[config.mk]
export PLATFORM = sky130hd
export DESIGN_NAME = mem_lane_align
export DESIGN_NICKNAME = d
export VERILOG_FILES = /design/src/rtl/mem_access_stage_pkg.sv /design/src/rtl/mem_lane_align.sv
export SDC_FILE = /design/constraint.sdc
export NUM_CORES = 1
export LEC_CHECK = 0
export ABC_AREA = 0
export CELL_PAD_IN_SITES_DETAIL_PLACEMENT = 1
export CELL_PAD_IN_SITES_GLOBAL_PLACEMENT = 2
export CORE_MARGIN = 2
export CORE_UTILIZATION = 11
export DETAILED_ROUTE_END_ITERATION = 8
export PLACE_DENSITY = 0.84
export SYNTH_ARGS = -nofsm -noshare
export SYNTH_HDL_FRONTEND = slang
export SYNTH_SLANG_ARGS = --single-unit
[constraint.sdc]
create_clock -name vclk -period 3.3
set_input_delay 0.99 -clock vclk [all_inputs]
set_output_delay 0.99 -clock vclk [all_outputs]
set_load 0.02 [all_outputs]
[src/rtl/mem_access_stage_pkg.sv]
// Shared definitions for the RV32 data-memory access stage:
// datapath width, funct3 access-size encodings, FSM state encoding and
// the size/alignment decode helpers used by the stage and the lane aligner.
package mem_access_stage_pkg;

    // Datapath width; only 32 is supported.
    localparam int XLEN     = 32;
    localparam int FUNCT3_W = 3;

    // funct3 access-size / signedness encodings for loads and stores.
    localparam logic [FUNCT3_W-1:0] LS_B  = 3'b000;
    localparam logic [FUNCT3_W-1:0] LS_H  = 3'b001;
    localparam logic [FUNCT3_W-1:0] LS_W  = 3'b010;
    localparam logic [FUNCT3_W-1:0] LS_BU = 3'b100;
    localparam logic [FUNCT3_W-1:0] LS_HU = 3'b101;

    typedef enum logic [1:0] {
        S_IDLE = 2'd0,
        S_BUSY = 2'd1,
        S_RESP = 2'd2
    } state_e;

    typedef enum logic [1:0] {
        SZ_B = 2'd0,
        SZ_H = 2'd1,
        SZ_W = 2'd2
    } size_e;

    // Access size from funct3; undefined encodings behave as a word access.
    function automatic size_e size_of(input logic [FUNCT3_W-1:0] funct3);
        case (funct3)
            LS_B, LS_BU: size_of = SZ_B;
            LS_H, LS_HU: size_of = SZ_H;
            default:     size_of = SZ_W;
        endcase
    endfunction

    // Unsigned loads zero-extend; everything else sign-extends (or is a word).
    function automatic logic is_unsigned(input logic [FUNCT3_W-1:0] funct3);
        is_unsigned = (funct3 == LS_BU) || (funct3 == LS_HU);
    endfunction

    // Halfwords need addr[0]=0, words need addr[1:0]=0, bytes never fault.
    function automatic logic is_misaligned(input logic [FUNCT3_W-1:0] funct3,
                                           input logic [1:0]          addr_lo);
        case (size_of(funct3))
            SZ_H:    is_misaligned = addr_lo[0];
            SZ_W:    is_misaligned = (addr_lo != 2'b00);
            default: is_misaligned = 1'b0;
        endcase
    endfunction

endpackage

[src/rtl/mem_lane_align.sv]
// Combinational byte-lane logic for the access stage: byte-enable
// generation and store-data replication on the store side, lane selection
// and sign/zero extension on the load side.
module mem_lane_align
    import mem_access_stage_pkg::*;
(
    input  logic [FUNCT3_W-1:0] st_funct3,
    input  logic [1:0]          st_addr_lo,
    input  logic [XLEN-1:0]     st_data,
    output logic [3:0]          st_be,
    output logic [XLEN-1:0]     st_lanes,

    input  logic [FUNCT3_W-1:0] ld_funct3,
    input  logic [1:0]          ld_addr_lo,
    input  logic [XLEN-1:0]     ld_raw,
    output logic [XLEN-1:0]     ld_data
);

    logic [7:0]  ld_byte;
    logic [15:0] ld_half;

    // Store side: enables follow size and offset, data is replicated per lane.
    always_comb begin
        // NOTE: every output gets a default first so no path leaves it unassigned (no latch).
        st_be    = 4'b1111;
        st_lanes = st_data;
        case (size_of(st_funct3))
            SZ_B: begin
                st_be    = 4'b0001 << st_addr_lo;
                st_lanes = {4{st_data[7:0]}};
            end
            SZ_H: begin
                st_be    = 4'b0011 << st_addr_lo;
                st_lanes = {2{st_data[15:0]}};
            end
            default: ;
        endcase
    end

    // Load side: pick the addressed lane, then extend to XLEN.
    always_comb begin
        ld_byte = ld_raw[7:0];
        case (ld_addr_lo)
            2'd1:    ld_byte = ld_raw[15:8];
            2'd2:    ld_byte = ld_raw[23:16];
            2'd3:    ld_byte = ld_raw[31:24];
            default: ;
        endcase
        ld_half = ld_addr_lo[1] ? ld_raw[31:16] : ld_raw[15:0];

        case (size_of(ld_funct3))
            SZ_B: ld_data = is_unsigned(ld_funct3) ? {24'b0, ld_byte}
                                                   : {{24{ld_byte[7]}}, ld_byte};
            SZ_H: ld_data = is_unsigned(ld_funct3) ? {16'b0, ld_half}
                                                   : {{16{ld_half[15]}}, ld_half};
            default: ld_data = ld_raw;
        endcase
    end

endmodule

==> results of run 1 <==
-- worst max-delay path by stage --
stage	start	slack [ps]	end	cells after the start
3_5_place_dp	ld_addr_lo[0]	-1110	ld_data[30]	7
3_3_place_gp	ld_addr_lo[0]	-1060	ld_data[30]	7
4_1_cts	ld_funct3[1]	-170	ld_data[30]	7
5_1_grt	ld_addr_lo[0]	-130	ld_data[29]	7
6_report	ld_addr_lo[0]	-90	ld_data[27]	7
2_1_floorplan	ld_funct3[0]	-60	ld_data[20]	7
-- per-layer routing --
metal	wire length, µm	share of wire
met3	140	0.017
met5	0	0
met1	3680	0.44
met2	4480	0.54
met4	14	0.0017
-- power by group through the flow --
stage	clock network [mW]	registers (mW)	logic, mW
floorplan	0	0	0.250
global placement	0	0	0.547
detailed placement	0	0	0.556
CTS	0	0	0.548
global route	0	0	0.597
finish	0	0	0.563
-- layout make-up --
cell class         instances  area, µm²
inverters                 10       37.5
well taps                143        179
multi-input cells        157       1270
repair buffers           203       1920
fillers                 1392       8110
-- cells in the final DEF, fill, tap and decap left out, types with 4 or more instances in the layout --
cell type / n
inv_1: 10
buf_2: 18
clkdlybuf4s15_2: 8
mux2i_1: 9
a221o_1: 9
buf_12: 4
buf_6: 33
dlygate4sd2_1: 12
a211oi_2: 6
nand2_1: 34
o22ai_1: 7
nor2b_1: 8
mux4_2: 7
mux2_2: 17
clkdlybuf4s50_1: 67
o21ai_0: 19
nor2_1: 9
nand2_4: 13
buf_4: 50
-- what timing repair did --
action | 4_1_cts | 5_1_grt
setup buffers | 4 | 6
cloned | 1 | 1
endpoints found under the hold margin | 0 | 0
setup endpoints to repair | 60 | 29
pin swaps | 5 | 4
gates resized for setup | 300 | 25
-- kinds of logic (layout without fill, tap and decap cells) --
family | Yosys count | in the layout | synth area share
compound gates | 47 | 47 | 0.254
buf+inv | 36 | 213 | 0.147
mux | 33 | 33 | 0.337
simple gates | 77 | 77 | 0.262
-- per-stage QoR --
step / util / instance area [µm²]
4_1_cts: 0.285 / 3280
5_1_grt: 0.296 / 3410
6_report: 0.296 / 3410
3_3_place_gp: 0.282 / 3250
3_5_place_dp: 0.282 / 3250
2_1_floorplan: - / 1420
==> results.md, run 1 <==
- IO Port Bufs: 141
- WL per Instance: 16.2 µm
- Worst Tran Pin Value: 253 ps
- Top cells by count, synth: nand2_1 (50), o21ai_0 (19), mux2_2 (17)
- FMAX: 295 MHz
- Hold Slack: 2400 ps
- Unique cell type count in the Yosys netlist: 25
- Routed Antenna Nets: 0
- # IOs: 142
- Reg power frac: 0
- Total number of vias: 2097
- Residual DRC: 3
- Seq cells: 0
- Nets: 446
- Critical path type: primary input to output port
- CP startpoint kind: primary input
- Place WS: -1110 ps
- Final worst path period share: 1.03
- Slack of the critical path: -90.1 ps
- Sw frac: 0.471
- Most frequent cell after synthesis: nand2_1
- Clock share of power: 0
- Number of placed cells counting well taps: 501
- Die Span X: 113 µm
- Initial antenna violation count: 0
- Run status: finished with violations
- Max Slew Vio Count: 0
- Seq/Total Area, Yosys: 0
- Most used cell, CP: buf_12
- Met2 Use GR: 0.235
- Internal: 0.298 mW
- Worst Hold Depth: 4
- GRT Max-Usage Layer: met2
- Clkbuf count: 0
- GPL Wtd Cong: 0.826
- Drt pass-1 iters: 6
- Largest net degree at the start of global routing: 24
- Vias per inst: 4.09
- Slew margin rel.: 0.830
- Critical Path, Cell by Cell: buf_12 > mux2i_1 > a22o_1 > o41a_4 > buf_12 > nand2_4 > buf_6
- RSZ-0062 raised after global routing: true
- GRT Total Usage: 0.120
- Setup TNS: -1160 ps
- Synth top area share: 0.147
- Chip height: 113 µm
- Failing checks: design-rule violations, negative setup slack
- Mapped Cells: 193
- Hold WC Path Type: primary input to output port
- Remaining Overflow, GRT: 0
- Final Setup Violations: 18
- Row cnt: 39
- N_diodes: 0
- First-pass GRT wire length: 12500 µm
- WP data arrival: 2400 ps
- Storage element area: 0 µm²
- Total Power: 0.563 mW
- Critical path's slowest cell: o41a_4
- Ys Warns: 0
- Area Overhead vs Synth: 161%
- DIE AREA: 0.0127 mm²
- Syn nets: 267
- Setup crit end kind: output port
- Share of layout cells above drive strength 1: 0.468
- # hold bufs at CTS: 0
- Comb pwr share: 1.000
- Vias in the first global route: 2249
- Detail Placement HPWL: 6750 µm
- Starting density of the core: 0.113
- Crit path largest cell delay: 540 ps
- Max Cap Viol: 0
- Buf+Inv Stages, Crit Path: 3
- Hold EP: ld_data[26]
- Core ar.: 0.0115 mm²
- Post-synth top area cell: mux2_2
- Hold Crit Start: ld_raw[26]
- Grt met3 use: 0.00268
- Leakage Power: 1.54 nW
- DR iter-0 viols: 37
- Met1 usage in global routing: 0.155
- PwrDens: 165 mW/mm²
- Crit path max-delay family: compound AO/OA/AOI/OAI gates
- CP max FO: 6
- Synth top area cells: mux2_2 (15%), nand2_1 (14%), mux4_2 (12%)
- Synth Cell Area: 0.00130 mm²
- Switching Power: 0.265 mW
- Final Critical Period: 3390 ps
- Avg Inst Size Synth: 6.76 µm²
- CP required: 2310 ps
- Final wirelength: 8310 µm
- Peak supply drop: 0.0000504 V
- Final-report hold violation count: 0
- Final Non-Filler Cells: 513
Power figures use the tool's default switching activity.
==> run 2: changes to the inputs <==
--- a/config.mk
+++ b/config.mk
@@ -12,6 +12,8 @@
 export CORE_UTILIZATION = 11
 export DETAILED_ROUTE_END_ITERATION = 8
 export PLACE_DENSITY = 0.84
+export SLEW_MARGIN = 30
 export SYNTH_ARGS = -nofsm -noshare
 export SYNTH_HDL_FRONTEND = slang
 export SYNTH_SLANG_ARGS = --single-unit
+export TNS_END_PERCENT = 100
==> results of run 2 <==
Same layout as run 1: the final DEF is identical, and so are final timing and power.
==> run 3: changes to the inputs <==
--- a/config.mk
+++ b/config.mk
@@ -7,11 +7,11 @@
 export LEC_CHECK = 0
 export ABC_AREA = 0
 export CELL_PAD_IN_SITES_DETAIL_PLACEMENT = 1
-export CELL_PAD_IN_SITES_GLOBAL_PLACEMENT = 2
+export CELL_PAD_IN_SITES_GLOBAL_PLACEMENT = 1
 export CORE_MARGIN = 2
-export CORE_UTILIZATION = 11
+export CORE_UTILIZATION = 16
 export DETAILED_ROUTE_END_ITERATION = 8
-export PLACE_DENSITY = 0.84
+export PLACE_DENSITY = 0.87
 export SLEW_MARGIN = 30
 export SYNTH_ARGS = -nofsm -noshare
 export SYNTH_HDL_FRONTEND = slang
==> results.md, run 3 (synthesis gave the netlist of run 1 again) <==
- Run status: finished with violations
- Failing checks: negative setup slack
- GPL Wtd Cong: 0.826 (about the same)
- Design area: 0.00331 mm² (-2.7%)
- CP startpoint kind: primary input
- CP max FO: 8 (+2)
- Hold Slack: 2430 ps (+29.3 ps)
- DR iter-0 viols: 85 (+130%)
- Drt pass-1 iters: 4 (-2)
- Largest net degree at the start of global routing: 20 (-17%)
- Leakage Power: 1.54 nW (+0.16%)
- N_diodes: 0 (unchanged)
- Final Setup Violations: 13 (-5)
- Residual DRC: 0 (-3)
- Core ar.: 0.00781 mm² (-32%)
- WP data arrival: 2410 ps (about the same)
- Peak supply drop: 0.0000681 V (+35%)
- Reg power frac: 0 (unchanged)
- Crit path largest cell delay: 540 ps (about the same)
- Vias per inst: 4.68 (+14%)
- Clkbuf count: 0 (unchanged)
- Buf+Inv Stages, Crit Path: 3 (unchanged)
- Starting density of the core: 0.167 (+0.0538)
- Comb pwr share: 1.000 (about the same)
- Worst Tran Pin Value: 270 ps (+17.4 ps)
- Setup TNS: -892 ps (+268 ps)
- Chip height: 94.3 µm (-16%)
- Routed Antenna Nets: 0 (unchanged)
- Setup crit end kind: output port
- Remaining Overflow, GRT: 0 (unchanged)
- Detail Placement HPWL: 6520 µm (-3.4%)
- Seq cells: 0 (unchanged)
- # IOs: 142 (unchanged)
- Clock share of power: 0 (unchanged)
- Final wirelength: 8460 µm (+1.7%)
- Max Cap Viol: 0 (unchanged)
- CP required: 2310 ps (about the same)
- Total number of vias: 2221 (+5.9%)
- Final Critical Period: 3400 ps (+5.91 ps)
- Final Util: 0.425 (+0.129)
- PwrDens: 168 mW/mm² (+1.9%)
- Final Non-Filler Cells: 475 (-7.4%)
- Total Power: 0.558 mW (-0.83%)
- GRT Total Usage: 0.180 (+0.0605)
- Filler cell count: 948 (-32%)
- Area after DPL: 0.00321 mm² (-1.2%)
- Place WS: -958 ps (+150 ps)
- Storage element area: 0 µm² (unchanged)
- Crit path max-delay family: compound AO/OA/AOI/OAI gates
- Internal: 0.290 mW (-2.8%)
- Critical path's slowest cell: o41a_4
- Hold WC Path Type: primary input to output port
- Share of layout cells above drive strength 1: 0.461 (-0.00644)
- WL per Instance: 17.8 µm (+9.8%)
- Most frequent cells in the layout: clkdlybuf4s50_1 (66), buf_4 (55), nand2_1 (34)
- FMAX: 294 MHz (-0.17%)
- Critical Path, Cell by Cell: buf_8 > mux2i_1 > a22o_1 > buf_4 > o41a_4 > nand2_2 > buf_6
- # hold bufs at CTS: 0 (unchanged)
- First-pass GRT wire length: 12700 µm (+1.3%)
- Row cnt: 32 (-18%)
- Nets: 449 (+0.67%)
- Critical path type: primary input to output port
- Max Slew Vio Count: 0 (unchanged)
- Initial antenna violation count: 0 (unchanged)
- IO Port Bufs: 141 (unchanged)
- Most common cell after layout, fill and taps aside: clkdlybuf4s50_1
- Number of placed cells counting well taps: 465 (-7.2%)
- RSZ-0062 raised after global routing: true
- Vias in the first global route: 2481 (+10%)
- Final worst path period share: 1.03 (+0.00179)
- Area Overhead vs Synth: 154%
- Final-report hold violation count: 0 (unchanged)
- Switching Power: 0.268 mW (+1.4%)
- Sw frac: 0.481 (+0.0104)
- Slack of the critical path: -96.0 ps (-5.91 ps)
- Slew margin rel.: 0.820 (-0.0103)
- DIE AREA: 0.00889 mm² (-30%)
- Die Span X: 94.3 µm (-16%)
-- run 3: cell types whose count changed in the layout (fill, tap and decap cells not counted), sizes merged --
cell	before	now
dlygate4sd2	12	20
clkdlybuf4s15	10	5
dlymetal6s2s	3	5
buf	107	106
clkbuf	4	3
clkdlybuf4s50	67	66
o41a	1	2
-- run 3: worst paths after layout --
kind | cells past startpoint | to | slack (ps) | from
setup / recovery | 7 | ld_data[19] | -100 | ld_addr_lo[0]
hold / removal | 5 | ld_data[31] | 2430 | ld_raw[31]
-- run 3: cell type report --
type	count	area (µm²)	area share
Inverter	10	37.5	0.0113
Multi-Input combinational cell	158	1290	0.390
Tap cell	102	128	0.0385
Timing Repair Buffer	205	1860	0.560
-- run 3: metal layers --
layer | routed length, µm | GRT usage | vias up
li1 | - | - | 1045
met1 | 3060 | 0.192 | 1084
met2 | 4810 | 0.376 | 74
met3 | 382 | 0.0128 | 18
met4 | 204 | 0.0411 | 0
met5 | 0 | 0 | -
-- run 3: repair_timing --
item | 4_1_cts | 5_1_grt
buffers inserted | 8 | 1
cloned | 1 | 0
pin swaps | 7 | 5
gates resized for setup | 267 | 31
setup endpoints to repair | 60 | 32
-- run 3: tightest hold or removal path, cell delays in order --
cell	delay (ps)
buf_2	90
buf_4	110
nand2_1	70
nand2_2	80
buf_6	110
-- run 3: power groups by stage --
stage	Clock, mW	Combinational [mW]	Sequential, mW
2_1_floorplan	0	0.250	0
3_3_place_gp	0	0.540	0
3_5_place_dp	0	0.554	0
4_1_cts	0	0.541	0
5_1_grt	0	0.590	0
6_report	0	0.558	0
